==> src/rtl/fp_align_shift_pipe.sv <==
// ---------------------------------------------------------------------------
// fp_align_shift_pipe
//
// Pipelined mantissa shifter for the floating-point datapath. One operation
// per cycle, fixed latency of PIPE_STAGES cycles, global stall under
// backpressure.
//
//   mode 0/3 : exponent-alignment right shift with guard/round/sticky
//   mode 1   : left shift with overflow detect
//   mode 2   : leading-zero normalisation (Y = X << lzc)
//
// Ports
//   clk, rst_n           clock, asynchronous active-low reset
//   in_valid, in_ready   upstream handshake (in_ready = advance)
//   mode, X, shamt       operation select, operand, shift amount
//   out_valid, out_ready downstream handshake
//   Y                    shifted result
//   guard, round, sticky bits lost below Y[0] (align only)
//   ovf                  a 1 bit left the MSB (left shift only)
//   lzc                  leading-zero count of X (normalise only)
//   zero                 X == 0 (all modes)
// ---------------------------------------------------------------------------
module fp_align_shift_pipe #(
   parameter int WIDTH       = 24,
   parameter int SHW         = 8,
   parameter int PIPE_STAGES = 2
) (
   input  logic             clk,
   input  logic             rst_n,
   input  logic             in_valid,
   output logic             in_ready,
   input  logic [1:0]       mode,
   input  logic [WIDTH-1:0] X,
   input  logic [SHW-1:0]   shamt,
   output logic             out_valid,
   input  logic             out_ready,
   output logic [WIDTH-1:0] Y,
   output logic             guard,
   output logic             round,
   output logic             sticky,
   output logic             ovf,
   output logic [SHW-1:0]   lzc,
   output logic             zero
);

   // Packed result word carried down the pipe: {Y, G, R, S, ovf, lzc, zero}
   localparam int RW = WIDTH + SHW + 5;

   logic                   advance;
   logic [RW-1:0]          comp;
   logic [RW-1:0]          stage_data [PIPE_STAGES];
   logic [PIPE_STAGES-1:0] stage_valid;

   // X placed above 2*WIDTH zero bits: for any shift up to WIDTH+1 no set
   // bit of X can fall off the bottom, so the OR of everything below the
   // round position is the complete sticky.
   logic [3*WIDTH-1:0]     align_ext;
   logic [2*WIDTH-1:0]     left_ext;
   logic [SHW-1:0]         lz;

   logic [WIDTH-1:0]       y_c;
   logic                   g_c, r_c, s_c, ovf_c, zero_c;
   logic [SHW-1:0]         lzc_c;

   assign align_ext = {X, {(2*WIDTH){1'b0}}} >> shamt;
   assign left_ext  = {{WIDTH{1'b0}}, X} << shamt;

   // Leading-zero count: ascending scan, so the highest set bit wins.
   always_comb begin
      lz = SHW'(WIDTH);
      for (int i = 0; i < WIDTH; i++) begin
         if (X[i]) lz = SHW'(WIDTH - 1 - i);
      end
   end

   // Shift datapath; all work is done before the first register and the
   // remaining stages only carry the result.
   always_comb begin
      y_c    = '0;
      g_c    = 1'b0;
      r_c    = 1'b0;
      s_c    = 1'b0;
      ovf_c  = 1'b0;
      lzc_c  = '0;
      zero_c = (X == '0);
      case (mode)
         2'd1: begin
            if (32'(shamt) >= WIDTH) begin
               ovf_c = |X;
            end else begin
               y_c   = left_ext[WIDTH-1:0];
               ovf_c = |left_ext[2*WIDTH-1:WIDTH];
            end
         end
         2'd2: begin
            lzc_c = lz;
            y_c   = X << lz;
         end
         default: begin
            // Beyond WIDTH+1 every bit of X lies below the round position.
            if (32'(shamt) >= WIDTH + 2) begin
               s_c = |X;
            end else begin
               y_c = align_ext[3*WIDTH-1:2*WIDTH];
               g_c = align_ext[2*WIDTH-1];
               r_c = align_ext[2*WIDTH-2];
               s_c = |align_ext[2*WIDTH-3:0];
            end
         end
      endcase
   end

   assign comp = {y_c, g_c, r_c, s_c, ovf_c, lzc_c, zero_c};

   // Global stall: the whole pipe moves only when the output slot is free
   // or being consumed.
   assign out_valid = stage_valid[PIPE_STAGES-1];
   assign advance   = out_ready || !out_valid;
   assign in_ready  = advance;

   // Stage registers. Bubbles clear their valid but leave data untouched.
   always_ff @(posedge clk or negedge rst_n) begin
      if (!rst_n) begin
         stage_valid <= '0;
         for (int s = 0; s < PIPE_STAGES; s++) stage_data[s] <= '0;
      end else if (advance) begin
         stage_valid[0] <= in_valid;
         if (in_valid) stage_data[0] <= comp;
         for (int s = 1; s < PIPE_STAGES; s++) begin
            stage_valid[s] <= stage_valid[s-1];
            if (stage_valid[s-1]) stage_data[s] <= stage_data[s-1];
         end
      end
   end

   assign {Y, guard, round, sticky, ovf, lzc, zero} = stage_data[PIPE_STAGES-1];

endmodule

==> config.mk <==
export PLATFORM = sky130hd
export DESIGN_NAME = fp_align_shift_pipe
export DESIGN_NICKNAME = d
export VERILOG_FILES = /design/src/rtl/fp_align_shift_pipe.sv
export SDC_FILE = /design/constraint.sdc
export NUM_CORES = 1
export LEC_CHECK = 0
export CAP_MARGIN = 20
export CORE_UTILIZATION = 60
export DETAILED_ROUTE_END_ITERATION = 8
export GPL_ROUTABILITY_DRIVEN = 0
export PLACE_DENSITY_LB_ADDON = 0.2
export SYNTH_ARGS = -nofsm -noshare
export SYNTH_HDL_FRONTEND = slang
export SYNTH_SLANG_ARGS = --single-unit
==> constraint.sdc <==
create_clock -name clk -period 2 [get_ports clk]
set_clock_uncertainty 0.05 [all_clocks]
set_input_delay 0.6 -clock clk [delete_from_list [all_inputs] [get_ports clk]]
set_output_delay 0.6 -clock clk [all_outputs]
set_load 0.005 [all_outputs]
==> results.txt, run 1 <==
----------------------------------------------------
[Status]
  Error that stopped the run ... [ERROR DPL-0038] Utilization greater than 100%, impossible to legalize
  Exit stage ... clock tree synthesis (4_1_cts)
  Result of the run ... stopped before the end

[Clock network]
  Clock tree buffer depth ... 2
  Clock Tree Root ... clkbuf_16
  Hold buffer count at CTS ... 0
  Sink Count ... 70
  Postcts setup bufs ... between 70 and 80
  Total clock buffers created by CTS ... 9
  Post-cts resize count ... about 410
  Level count of the clock H-tree ... 3

[Die]
  Die height ... about 120 µm
  Standard-cell row count ... 42
  IO Count ... 77
  Horizontal die dimension ... between 100 and 150 µm
  Initial core utilization ... slightly above 60%

[Yosys]
  Share of the synthesized netlist area taken by xor and xnor gates ... 0%
  Number of distinct library cells after synthesis ... 84
  Post-synthesis share of cell area spent on full adders, half adders and majority gates ... less than 1%
  Syn avg cell area ... about 8.4 µm²
  Yosys warning total ... 0
  Dominant cell type by area after synthesis ... dfrtp_1
  Post-synthesis register bit count ... 70
  Combinational family with the most area after synthesis ... multiplexers
  Simple-Gate Fraction of Synth Area ... 17.3%
  Share of the synthesized area in compound gates (AO/OA/AOI/OAI) ... roughly 25%
  Post-synthesis cell count ... around 990
  Fraction of synthesized cell area taken by the top area cell type ... 21.0%
  Number of synthesized flops with an enable pin ... 0
  Seq/Total Area, Yosys ... between 20% and 30%
  Share of flip-flops with an asynchronous set or reset after synthesis ... 100%
  Total standard cell area after synthesis ... approximately 8300 µm²
  Dominant cells by area after synthesis ... dfrtp_1 (21%), mux2i_1 (11%), mux4_2 (8.4%)
  Proportion of synthesized area in mux cells ... 27.0%
  Flip-flop cell with the highest count after synthesis ... dfrtp_1

[Placement]
  Number of instances in the placed design ... 1,461
  Input/output buffers ... 73
  Post-detail-place hpwl ... around 27,000 µm

----------------------------------------------------
## cells in the mapped netlist (all sizes together) (5+ instances only)
cell type,number
nor3,21
o21ai,51
o21a,14
a21o,6
nand2b,17
a221o,7
dfrtp,70
mux2,56
mux4,31
nand2,96
o311ai,5
o22ai,15
nor2b,12
inv,16
or4,7
buf,75
a2111oi,7
a31oi,15
or2,9
and3,8
a32oi,8
o211ai,12
o22a,7
a221oi,5
a22oi,9
a211oi,11
a21oi,49
nand3,19
nor4,7
nor2,71
o221ai,9
clkbuf,62
nand4,6
o31ai,9
mux2i,92
and2,9
a211o,8
## metrics by stage
stage / worst slack, ns / util, % / area [µm²]
after floorplan: -0.931 / - / 8670
after detailed placement: -1.65 / 85.6 / 11500
after global placement: -1.55 / 85.6 / 11500
## cell families after synthesis
logic type / count (synthesis)
AO/OA/AOI/OAI: 289
adder cells (fa/ha/maj): 2
buffers and inverters: 153
flip-flops: 70
multiplexers: 179
other: 1
AND/OR/NAND/NOR: 298
==> run 2: changes to the inputs <==
- CORE_UTILIZATION: 60 -> 40
- PLACE_DENSITY_LB_ADDON: 0.2 -> 0.15
==> run 2 against run 1 <==
Net effect:
- the flow now finishes, with violations (negative setup slack)
- area after synthesis stayed put
- synthesized cell count stayed put
==> results.txt, run 2 <==
----------------------------------------------------
[Power and ir drop]
  Power per Cell Area ... between 500 and 600 nW/µm²
  Post-route total power ... between 0.007 and 0.008 W
  Worst VDD drop ... around 0.00047 V
  Leakage power summed over all cells ... around 6.2 nW

[Cells and area]
  Commonest cells after routing, fill and taps aside ... buf_4 (336), buf_6 (91), nand2_1 (85)
  Final antenna diode count ... 0
  Non-filler instance count after layout ... 1,671
  Most flop-heavy register ... stage_data
  Fraction of layout instances using a drive strength above 1 ... 57.6%
  Max reg flops ... 34
  P&R area growth vs syn ... 75.5%
  Leading cell type in the layout, fill and taps excluded ... buf_4
  Final layout net count ... ~1,400

[Clock network]
  Latest clock arrival within the worst-skew pair ... about 0.33 ns
  Total clock buffers created by CTS ... 9 (unchanged)
  Clock tree from TritonCTS ... done
  Clock Tree Root ... clkbuf_16
  Clock input transition at the sequential cells of the worst setup and hold paths ... roughly 0.06 ns
  Level count of the clock H-tree ... 3 (unchanged)
  Sink Count ... 70 (unchanged)
  Hold buffer count at CTS ... 0 (unchanged)
  Clock tree buffer depth ... 2 (unchanged)

[Timing]
  Final Cycle Share ... 144%
  Final worst slack ... -0.880 ns
  Fmax ... approximately 350 MHz
  Relative slew slack ... 60.2%
  Worst-case hold slack ... approximately 0.18 ns
  Max-slew violation total from the final report ... 0
  Sum of negative setup slack ... -19.78 ns
  Transition time of the tightest slew-check pin ... around 0.58 ns
  Setup violation total in the final timing report ... 33
  Number of hold-slack violations in the final timing report ... 0
  Time the final worst path needs with I/O delays and setup ... 2.88 ns
  RSZ-0062 raised after global routing ... yes

[Run]
  Max-cap violation count ... 0

[Status]
  Result of the run ... finished, violations left
  Failing checks ... negative setup slack

[Yosys]
  Flip-flop cell with the highest count after synthesis ... dfrtp_1
  Post-synthesis register bit count ... 70 (unchanged)
  Most frequent cell after synthesis ... nand2_1
  Seq/Total Area, Yosys ... 21.0% (unchanged)
  Number of synthesized flops with an enable pin ... 0 (unchanged)
  Yosys warning total ... 0 (unchanged)
  Number of distinct library cells after synthesis ... 84 (unchanged)
  Top cells by count, synth ... nand2_1 (96), mux2i_1 (92), dfrtp_1 (70), nor2_1 (70), clkbuf_1 (62)
  Fraction of synthesized cell area taken by the top area cell type ... 21.0% (unchanged)
  Dominant cell type by area after synthesis ... dfrtp_1
  Share of flip-flops with an asynchronous set or reset after synthesis ... 100% (unchanged)
  Syn avg cell area ... 8.41 µm² (unchanged)
  Dominant cells by area after synthesis ... dfrtp_1 (21%), mux2i_1 (11%), mux4_2 (8.4%)
  Post-synthesis cell count ... 992 (unchanged)
  Total standard cell area after synthesis ... 8340 µm² (unchanged)

[Worst setup path]
  Crit Path Category ... input pin to register
  Crit. End Element ... register
  Critical Path AT ... between 3 and 4 ns
  Nature of the critical path startpoint ... input pin
  CP Max Fanout ... 5
  Data required time at the worst endpoint ... roughly 2.2 ns

[Placement]
  Pre-CTS setup slack ... -1.74 ns (-0.0888 ns)
  Input/output buffers ... 73 (unchanged)
  Post-detail-place hpwl ... 26,900 µm (-0.99%)
  Number of instances in the placed design ... 1,569 (+7.4%)

[Drt]
  Overall via count from detail_route ... ~11,000
  Count of antenna-violating nets left after detailed routing ... 0
  Initial drt markers ... roughly 1,200
  Remaining routing DRC violations ... 0
  Wirelength, routed ... a little under 40,000 µm
  Average detailed-routed wire length per instance ... approximately 23 µm
  First-pass detailed-route iteration total ... 6
  Number of vias per cell ... between 6 and 7

[Die]
  IO Count ... 77 (unchanged)
  Horizontal die dimension ... 146 µm (+22%)
  Core box area ... ~20,000 µm²
  Standard-cell row count ... 52 (+24%)
  Total Die Area ... about 21,000 µm²
  Initial core utilization ... 41.0% (-21 points)
  Die height ... 146 µm (+22%)

[Global route]
  Global routing usage on met3 ... 4.06%
  First-pass GRT wire length ... 57,900 µm
  Pin count of the biggest net entering global routing ... 36
  Met2 GRT Util ... a little over half
  GRT busiest layer ... met2
  Number of antenna violations at the first check in global routing ... 0
  Met1 Resource Use GR ... between 40% and 50%
  Overall global routing resource usage ... ~35%
  Total gr overflow ... 0
  Vias in the first global route ... approximately 10,000

[Worst hold path]
  Worst hold path type ... input pin to asynchronous set/reset pin

----------------------------------------------------
==> run 2: per-layer routing <==
| layer | share of wire [%] | vias up |
|---|---|---|
| li1 | - | 4574 |
| met5 | 0 | - |
| met3 | 8.8 | 169 |
| met1 | 39 | 5053 |
| met2 | 46 | 753 |
| met4 | 6.2 | 0 |
==> run 2: repair_timing <==
item	CTS	global route
endpoints found under the setup margin	35	34
hold endpoints to repair	0	0
setup buffers	66	27
pin swaps	89	72
gates resized for setup	417	126
gates cloned	5	0
==> run 2: cell type report <==
cell class	instances	area, µm²
timing repair buffer	528	4900
multi-input combinational	771	7230
clock inverter	7	121
clock buffer	9	225
sequential	70	1750
fill	1446	5720
tap	270	338
inverter	16	68.8
==> run 2: power breakdown <==
| part | switching, W | leakage, nW | internal (W) |
|---|---|---|---|
| registers | 0.000154 | 0.905 | 0.00168 |
| logic | 0.00181 | 5.16 | 0.00212 |
| clock network | 0.000614 | 0.170 | 0.00122 |
==> run 2: critical path, stage by stage <==
cell and delay, ns:
buf_8 0.10, buf_6 0.13, buf_6 0.11, or4_4 0.54, a21oi_4 0.18, o31a_4 0.24, mux2i_1 0.23, mux2i_1 0.16
mux2_4 0.31, o2111ai_2 0.18, a21oi_1 0.10, o22a_1 0.16
==> run 2: final timing paths <==
path                                 from             end  slack, ns  cells after the start
setup / recovery                    X[12]  stage_data[70]      -0.88                     12
hold / removal                      rst_n          lzc[1]       0.18                      1
setup reg to reg           stage_valid[1]  stage_data[47]       0.14                      8
hold reg to reg            stage_data[37]  stage_data[37]       0.44                      2
max in group asynchronous           rst_n            Y[0]       1.14                      2
min in group clk           stage_data[37]  stage_data[37]       0.44                      2
==> run 2: cell families after synthesis <==
| group | count (synthesis) | synth area share [%] |
|---|---|---|
| other | 1 | 0.0449 |
| adder cells (fa/ha/maj) | 2 | 0.300 |
| buffers and inverters | 153 | 9.43 |
| multiplexers | 179 | 27.0 |
| AO/OA/AOI/OAI | 289 | 25.0 |
| flip-flops | 70 | 21.0 |
| AND/OR/NAND/NOR | 298 | 17.3 |
==> run 2: per-stage QoR <==
step	util, %	cell area (µm²)
5_1_grt	71.9	14600
3_5_place_dp	57.8	11800
6_report	71.9	14600
3_3_place_gp	57.8	11800
4_1_cts	68.7	14000
2_1_floorplan	-	8670
(Power assumes the default switching activity.)
==> run 3: changes to the inputs <==
- CAP_MARGIN: 20 -> 10
==> results of run 3 <==
No change in the layout: final DEF, timing and power equal those of run 2.
